$ cat src/rtl/mips_pkg.sv
// rtl/mips_pkg.sv - shared types and constants for the MIPS32 fetch stage
//
// Purpose: PC-stage state encoding and datapath widths shared by
//          pc_next_unit and pc_target_sel.
package mips_pkg;

  localparam int PC_W   = 32;
  localparam int JIDX_W = 26;
  localparam logic [PC_W-1:0] PC_STEP = 32'd4;

  typedef enum logic [1:0] {
    BOOT  = 2'd0,
    FETCH = 2'd1,
    HOLD  = 2'd2,
    REDIR = 2'd3
  } pc_state_t;

endpackage

$ cat src/rtl/pc_target_sel.sv
// rtl/pc_target_sel.sv - redirect priority encoder and target address generator
//
// Purpose: picks the redirect target among JR, conditional branch and J.
//          Priority: jr > branch > jump (EX-stage sources beat the ID-stage one).
// Ports:
//   jr_i, jr_target_i            JR resolved in EX and its rs value
//   pc_src_i, br_base_i,
//   br_offset_i                  taken branch, PC+4 of branch, word offset
//   jump_i, jump_index_i         J/JAL decoded in ID and instr[25:0]
//   pc_i                         current fetch address (supplies jump region)
//   redirect_o                   any redirect source active
//   target_o                     selected target, bits [1:0] always 00
import mips_pkg::*;

module pc_target_sel (
  input  logic              jr_i,
  input  logic [PC_W-1:0]   jr_target_i,
  input  logic              pc_src_i,
  input  logic [PC_W-1:0]   br_base_i,
  input  logic [PC_W-1:0]   br_offset_i,
  input  logic              jump_i,
  input  logic [JIDX_W-1:0] jump_index_i,
  input  logic [PC_W-1:0]   pc_i,
  output logic              redirect_o,
  output logic [PC_W-1:0]   target_o
);

  logic [PC_W-1:0] br_target;
  logic [PC_W-1:0] j_target;

  // Offset is in words; the shift drops the two top bits, giving modulo-2^32 wrap.
  assign br_target = br_base_i + (br_offset_i << 2);
  // J keeps the 256 MB region of the current pc.
  assign j_target  = (pc_i & 32'hF000_0000) | {4'b0000, jump_index_i, 2'b00};

  assign redirect_o = jr_i | pc_src_i | jump_i;

  always_comb begin
    target_o = j_target;
    if (jr_i) begin
      target_o = jr_target_i & ~32'h3;
    end else if (pc_src_i) begin
      target_o = br_target & ~32'h3;
    end
  end

endmodule

$ cat src/rtl/pc_next_unit.sv
// rtl/pc_next_unit.sv - program counter register and fetch-address handshake
//
// Purpose: holds the PC, steps it on accepted fetches, redirects it on
//          jr/branch/jump and emits a one-cycle flush on every redirect.
// Ports:
//   clk, rst                     clock, async active-high reset
//   pc_src, br_base, br_offset   taken branch from EX
//   jump, jump_index             J/JAL from ID
//   jr, jr_target                JR from EX
//   stall                        hazard-unit hold
//   imem_ready                   instruction memory accepts the address
//   pc, pc_plus4                 fetch address (registered) and pc+4
//   fetch_valid, flush           registered request valid and squash pulse
import mips_pkg::*;

module pc_next_unit #(
  parameter logic [31:0] RESET_PC  = 32'h0000_0000,
  parameter int          BOOT_WAIT = 4
) (
  input  logic              clk,
  input  logic              rst,
  input  logic              pc_src,
  input  logic [PC_W-1:0]   br_base,
  input  logic [PC_W-1:0]   br_offset,
  input  logic              jump,
  input  logic [JIDX_W-1:0] jump_index,
  input  logic              jr,
  input  logic [PC_W-1:0]   jr_target,
  input  logic              stall,
  input  logic              imem_ready,
  output logic [PC_W-1:0]   pc,
  output logic [PC_W-1:0]   pc_plus4,
  output logic              fetch_valid,
  output logic              flush
);

  // Count value seen on the edge that ends the boot wait.
  localparam logic [3:0] BOOT_LAST = 4'(BOOT_WAIT - 1);

  pc_state_t       state_q;
  logic [3:0]      boot_cnt_q;
  logic [PC_W-1:0] pc_q;
  logic            fetch_valid_q;
  logic            flush_q;

  logic            redirect;
  logic [PC_W-1:0] target;
  logic            accept;

  pc_target_sel u_target_sel (
    .jr_i         (jr),
    .jr_target_i  (jr_target),
    .pc_src_i     (pc_src),
    .br_base_i    (br_base),
    .br_offset_i  (br_offset),
    .jump_i       (jump),
    .jump_index_i (jump_index),
    .pc_i         (pc_q),
    .redirect_o   (redirect),
    .target_o     (target)
  );

  assign accept   = fetch_valid_q & imem_ready;
  assign pc_plus4 = pc_q + PC_STEP;

  always_ff @(posedge clk or posedge rst) begin
    if (rst) begin
      state_q       <= BOOT;
      boot_cnt_q    <= 4'd0;
      pc_q          <= RESET_PC;
      fetch_valid_q <= 1'b0;
      flush_q       <= 1'b0;
    end else begin
      flush_q <= 1'b0;
      if (state_q == BOOT) begin
        // Redirect and stall have no meaning before the first fetch.
        boot_cnt_q <= boot_cnt_q + 4'd1;
        if (boot_cnt_q == BOOT_LAST) begin
          state_q       <= FETCH;
          fetch_valid_q <= 1'b1;
        end
      end else if (redirect) begin
        // Redirect beats stall and any accept happening this cycle.
        pc_q          <= target;
        flush_q       <= 1'b1;
        fetch_valid_q <= 1'b0;
        state_q       <= REDIR;
      end else if (stall) begin
        fetch_valid_q <= 1'b0;
        state_q       <= HOLD;
      end else begin
        // FETCH, or leaving HOLD/REDIR: the request is live next cycle.
        if (state_q == FETCH && accept) begin
          pc_q <= pc_plus4;
        end
        fetch_valid_q <= 1'b1;
        state_q       <= FETCH;
      end
    end
  end

  assign pc          = pc_q;
  assign fetch_valid = fetch_valid_q;
  assign flush       = flush_q;

endmodule

$ cat config.mk
export PLATFORM = sky130hd
export DESIGN_NAME = pc_next_unit
export DESIGN_NICKNAME = d
export VERILOG_FILES = /design/src/rtl/mips_pkg.sv /design/src/rtl/pc_target_sel.sv /design/src/rtl/pc_next_unit.sv
export SDC_FILE = /design/constraint.sdc
export NUM_CORES = 1
export LEC_CHECK = 0
export CAP_MARGIN = 5
export CORE_UTILIZATION = 46
export CTS_CLUSTER_SIZE = 16
export DETAILED_ROUTE_END_ITERATION = 10
export GPL_ROUTABILITY_DRIVEN = 0
export GPL_TIMING_DRIVEN = 0
export PLACE_DENSITY_LB_ADDON = 0.25
export RECOVER_POWER = 25
export SETUP_SLACK_MARGIN = 0.4
export SLEW_MARGIN = 10
export SYNTH_ARGS = -nofsm -noshare
export SYNTH_HDL_FRONTEND = slang
export SYNTH_SLANG_ARGS = --single-unit
$ cat constraint.sdc
create_clock -name clk -period 6.6 [get_ports clk]
set_clock_uncertainty 0.05 [all_clocks]
set_input_delay 1.65 -clock clk [delete_from_list [all_inputs] [get_ports clk]]
set_output_delay 1.65 -clock clk [all_outputs]
set_load 0.1 [all_outputs]
# After elaboration in Yosys (flattened, before gate mapping)
# Index checks and enable logic that the tools add are counted.
[word_totals]
ff_bits = 40
latchBits = 0
mem_bits_rw = 0
mem_bits_ro = 0
in_bits = 129
out_inout_bits = 66
n_memories = 0
[op_classes]
addsub = 3
n_mul = 0
n_div = 0
n_lt_le_gt_ge = 0
eq_ne = 4
n_shift = 0
n_mux = 15
bitwise_logic = 5
n_reduce_logical = 4
[ops]
columns = ["operator", "n"]
rows = [
  ["$mux 32", 5],
  ["$add 32x3->32 const B", 1],
  ["$add 32x32->32", 1],
  ["$or 32x28->32", 1],
  ["$mux 2", 4],
  ["$mux 1", 6],
  ["$add 4x1->4 const B", 1],
  ["$eq 4x2->1 const B", 1],
  ["$ne 2x1->1 const B", 2],
  ["$reduce_and 3->1", 1],
  ["$eq 2x1->1 const B", 1],
  ["$logic_not 2->1", 1],
  ["$or 1x1->1", 2],
  ["$reduce_bool 2->1", 1],
  ["$and 1x1->1", 1],
  ["$logic_and 1x1->1", 1],
  ["$not 1->1", 1],
]

# Logic depth before layout (Yosys ltp)
[logic_depth]
ltp_word = 5
depth_mapped = 10

# Modules after synthesis
# A second synthesis with hierarchy kept.
[unflattened]
hier_cells = 659
area_unflattened_um2 = 5003.5
[modules_own_cells]
columns = ["mod", "n_inst", "cells_per_inst", "area_per_inst_um2"]
rows = [
  ["pc_next_unit", 1, 343, 2825.2],
  ["pc_target_sel", 1, 316, 2178.3],
]

# Least setup slack after synthesis
# No wires, ideal clock.
[synth_timing]
kind = "flip-flop to output port"
start = "reg pc_q[3] (netlist: pc[3])"
end = "out pc_plus4[24]"
arrival_time_ps = 3719
required_time_ps = 4900
path_slack_ps = 1181
path_stages_with_launch = 7
n_path_buf = 1
cell_sequence = "dfrtp_1 -> ha_1 -> nand3_1 -> nor2_1 -> buf_1 -> nand3_1 -> xnor2_1"
[synth_via]
elab_chain_len = 1
[synth_lines]
columns = ["element", "line_no", "rtl"]
rows = [
  ["from (decl)", "pc_next_unit.sv:42", "logic [PC_W-1:0] pc_q;"],
  ["from (signal assigned)", "pc_next_unit.sv:84", "pc_q <= target;"],
  ["from (signal assigned)", "pc_next_unit.sv:94", "pc_q <= pc_plus4;"],
  ["$add 32x3->32", "pc_next_unit.sv:64", "assign pc_plus4 = pc_q + PC_STEP;"],
  ["to (decl)", "pc_next_unit.sv:32", "output logic [PC_W-1:0] pc_plus4,"],
]
# Every way passes these cells.

# Final worst setup path
[layout_timing]
start = "reg pc_q[3] (netlist: pc[3])"
end = "out pc_plus4[30]"
# The elaborated chain is that of the path after synthesis.

==> key figures <==
Run status
  – Outcome: finished, violations left
  – Violations in the final reports: capacitance limit, slew limit

Routing
  – Total Wirelength: roughly 16000 um
  – Average wire length per cell after detail routing: about 18 um
  – Via count normalized by instance count: between 6 and 7
  – Number of violations reported at the end of detailed-routing iteration 0: ~460
  – Count of nets left with antenna violations after detail routing: 0
  – DRT Pass-1 Iters: 5
  – Total via count after detailed routing: 5421
  – Residual DRC: 0

Synth
  – Share of the yosys chip area belonging to registers: 21.6%
  – Xor/xnor share of the synthesized area: 9.15%
  – Count of warnings emitted by yosys: 0
  – Multiplexer share of the synthesized area: under 10%
  – Synthesized-area fraction occupied by and/or/nand/nor cells: a little under a quarter
  – Synthesis-stage register bit count: 38
  – Top_reg_cell synth: dfrtp_1
  – Synth unique cells: 71
  – Post-synth EDFFs: 0
  – Compound-gate portion of the synthesized area: between 20% and 30%
  – Fraction of synthesis flops using an asynchronous set or reset pin: between 90% and 100%
  – Largest family of logic cells by synthesized area: compound AO/OA/AOI/OAI gates
  – Adder and majority gate portion of the synthesized area: a little under a tenth
  – Gate count of the mapped netlist: between 500 and 600
  – Average cell area after synthesis: roughly 7.6 um2
  – Post-Syn Area: around 4400 um2

STA
  – Final setup vio count: 0
  – Smallest hold slack: 0.443 ns
  – Worst slew margin: -1.26%
  – Least-Margin Pin Slew: ~1.5 ns
  – Fin. max-slew vios: 39
  – Final Critical Period: between 5 and 6 ns
  – Maximum clock frequency: around 180 MHz
  – Post-route setup TNS: 0 ns
  – Final hold viol count: 0
  – Final clock period utilization by the worst path: between 80 and 90%
  – Setup repair after global routing missed its margin: no

Critical path
  – Slowest stage cell, crit path: clkdlybuf4s50_1
  – Beginning of the worst register-to-register path: pc[3]$_DFFE_PP0P_
  – Cells along the critical path: ha_1 -> nand3_1 -> nor2_1 -> buf_1 -> nand3_1 -> nor2_1 -> xnor2_1 -> clkdlybuf4s50_1
  – Worst Path Arrival: 3.75 ns
  – Capturing element type of the critical path: primary output
  – Origin of the worst setup path: pc[3]$_DFFE_PP0P_
  – Crit path max fanout: 10
  – Terminus of the critical flop-to-flop path: pc[22]$_DFFE_PP0P_
  – Path type of the worst setup path: reg -> out
  – Required time worst endpoint: about 4.9 ns
  – Register-to-Register Path Depth: 10
  – Critical Path Source Type: flop
  – CP peak stage delay: about 1.2 ns
  – Reg-to-reg setup timing slack: approximately 3.9 ns

Clocking
  – # hold bufs at CTS: 0
  – Maximum clock path buffer count: 2
  – H-tree depth: 2
  – Number of gates resized after cts: 0
  – Number of clock sinks seen by CTS: 38
  – Clock tree from TritonCTS: done
  – Post-CTS Setup Repair Bufs: 0
  – Clock buffer count from CTS: 5
  – Later-pin clock latency in the skew report: between 0.3 and 0.4 ns
  – Reg clk slew, reported paths: 0.08 ns
  – Root Buffer: clkbuf_8

Global route
  – Via count of the first global-routing pass: between 5000 and 6000
  – Gr usage total: around 32%
  – Global-route wire length before repair: roughly 25000 um
  – Initial antenna violation count: 0
  – Remaining global-route overflow: 0
  – Maximum number of pins on one net before global-route repair: 39

Job
  – Count of maximum capacitance violations: 1

Hold path
  – Worst hold-check path type: reg -> reg
  – Number of cells traversed by the worst hold path: 1
  – Startpoint of the worst hold path: boot_cnt_q[3]$_DFFE_PP0P_
  – Destination of the worst hold path: boot_cnt_q[3]$_DFFE_PP0P_

Power and ir drop
  – Power density normalized to cell area: 219 nW/um2
  – VDD IR max: about 0.14 mV
  – LEAKAGE: between 0.002 and 0.003 uW

Final layout
  – Antenna diode count: 0
  – Net count, final: 934
  – Final std cells w/o fill: between 900 and 1000
  – Synthesis-to-finish area growth: 47.4%
  – Share of cells above drive strength 1: 4.26%

Die
  – Total Die Area: roughly 10000 um2
  – Standard-cell rows: 35
  – I/O pin count: 195
  – Floorplan Core Area: around 9200 um2
  – Die Width: 99.9 um
  – Initial core utilization: ~48%
  – Vertical die dimension: around 100 um

Placement
  – Hpwl dp: 13000 um
  – Placed cell count: between 800 and 900
  – Number of port buffers: approximately 180
cell type report:
type	count	area [um2]
Buffer	27	120
Clock buffer	6	82.6
Clock inverter	2	12.5
Inverter	21	78.8
Multi-Input combinational cell	498	3270
Timing Repair Buffer	182	1820
Tap cell	129	161
Sequential cell	38	951
Fill cell	755	2750
worst max path at each step:
stage,endpoint,cells past startpoint,slack [ns]
3_5_place_dp,pc_plus4[30],8,1.52
2_1_floorplan,pc_plus4[24],6,1.18
6_report,pc_plus4[30],8,1.15
4_1_cts,pc_plus4[30],8,1.19
3_3_place_gp,pc_plus4[30],8,1.62
5_1_grt,pc_plus4[30],8,1.00
flip-flops by register name, summed over array words and instances, names as in the netlist:
| name | cells |
|---|---|
| pc | 30 |
| flush | 1 |
| boot_cnt_q | 4 |
| state_q | 2 |
| fetch_valid | 1 |
kinds of logic (layout without fill, tap and decap cells):
kind of cell,Yosys count,after routing
AO/OA/AOI/OAI,200,200
AND/OR/NAND/NOR,200,200
buffers and inverters,48,238
XOR/XNOR,46,46
flip-flops,38,38
adder cells (fa/ha/maj),32,32
multiplexers,16,16
other,1,4
metal layers:
metal / up-vias / share of wire, % / routed length (um) / GRT usage, %
met5: - / 0 / 0 / 0
met4: 0 / 3.3 / 534 / 12.7
met3: 43 / 9.4 / 1540 / 5.64
met2: 341 / 47 / 7770 / 55.8
met1: 2520 / 40 / 6530 / 39.8
li1: 2517 / - / - / -
where the power goes:
| group | internal [uW] | switching, uW | total, uW |
|---|---|---|---|
| Combinational | 282 | 659 | 941 |
| Clock | 84.1 | 92.7 | 177 |
| Sequential | 261 | 43.8 | 304 |
per-stage QoR:
stage / utilization, % / total power, uW / setup WS [ns] / area (um2)
after floorplan: - / 972 / 1.18 / 4420
after global placement: 69.2 / 1220 / 1.62 / 6400
after detailed placement: 69.2 / 1240 / 1.52 / 6400
after CTS: 70.3 / 1410 / 1.19 / 6490
after global routing: 70.3 / 1470 / 1.00 / 6490
final: 70.3 / 1420 / 1.15 / 6490
critical path: cells and delay by family (launching register included):
family | cells | cell delay (ns)
AND/OR/NAND/NOR | 4 | 1.00
XOR/XNOR | 1 | 0.15
buffers and inverters | 2 | 1.60
adder cells (fa/ha/maj) | 1 | 0.24
flip-flops | 1 | 0.44
synth_stat cells, types with 10 or more instances:
cell,instances,area [um2]
nor2_1,60,225
a21oi_1,52,260
nand2_1,50,188
o21ai_0,43,215
dfrtp_1,38,951
xnor2_1,37,324
ha_1,31,388
inv_1,20,75.1
clkbuf_1,18,67.6
nand3_1,18,90.1
nor3_1,17,85.1
a21o_1,15,113
o22ai_1,15,93.8
a211oi_1,13,97.6
mux2i_1,13,130
a31oi_1,10,62.6
nand4_1,10,62.6
cell usage in the layout (no fill, tap or decap), types with 4 or more instances in the layout:
| cell type | n |
|---|---|
| clkdlybuf4s50_1 | 181 |
| o21a_1 | 8 |
| a22oi_1 | 4 |
| conb_1 | 4 |
| a21o_1 | 15 |
| and3_1 | 6 |
| ha_1 | 31 |
| nand3_1 | 18 |
| clkbuf_8 | 6 |
| or3_1 | 6 |
| nand4_1 | 10 |
| a21oi_1 | 52 |
| o21ai_0 | 43 |
| o31ai_1 | 5 |
| or2_2 | 4 |
| inv_1 | 20 |
| xnor2_1 | 37 |
| clkbuf_1 | 18 |
| nor2b_1 | 4 |
| nor3_1 | 17 |
| nand2_1 | 50 |
| xor2_1 | 9 |
| mux2i_1 | 13 |
| a211oi_1 | 13 |
| buf_4 | 4 |
| a31oi_1 | 10 |
| nor2_1 | 60 |
| dfrtp_1 | 38 |
| o22ai_1 | 15 |
Power figures use the tool's default switching activity.
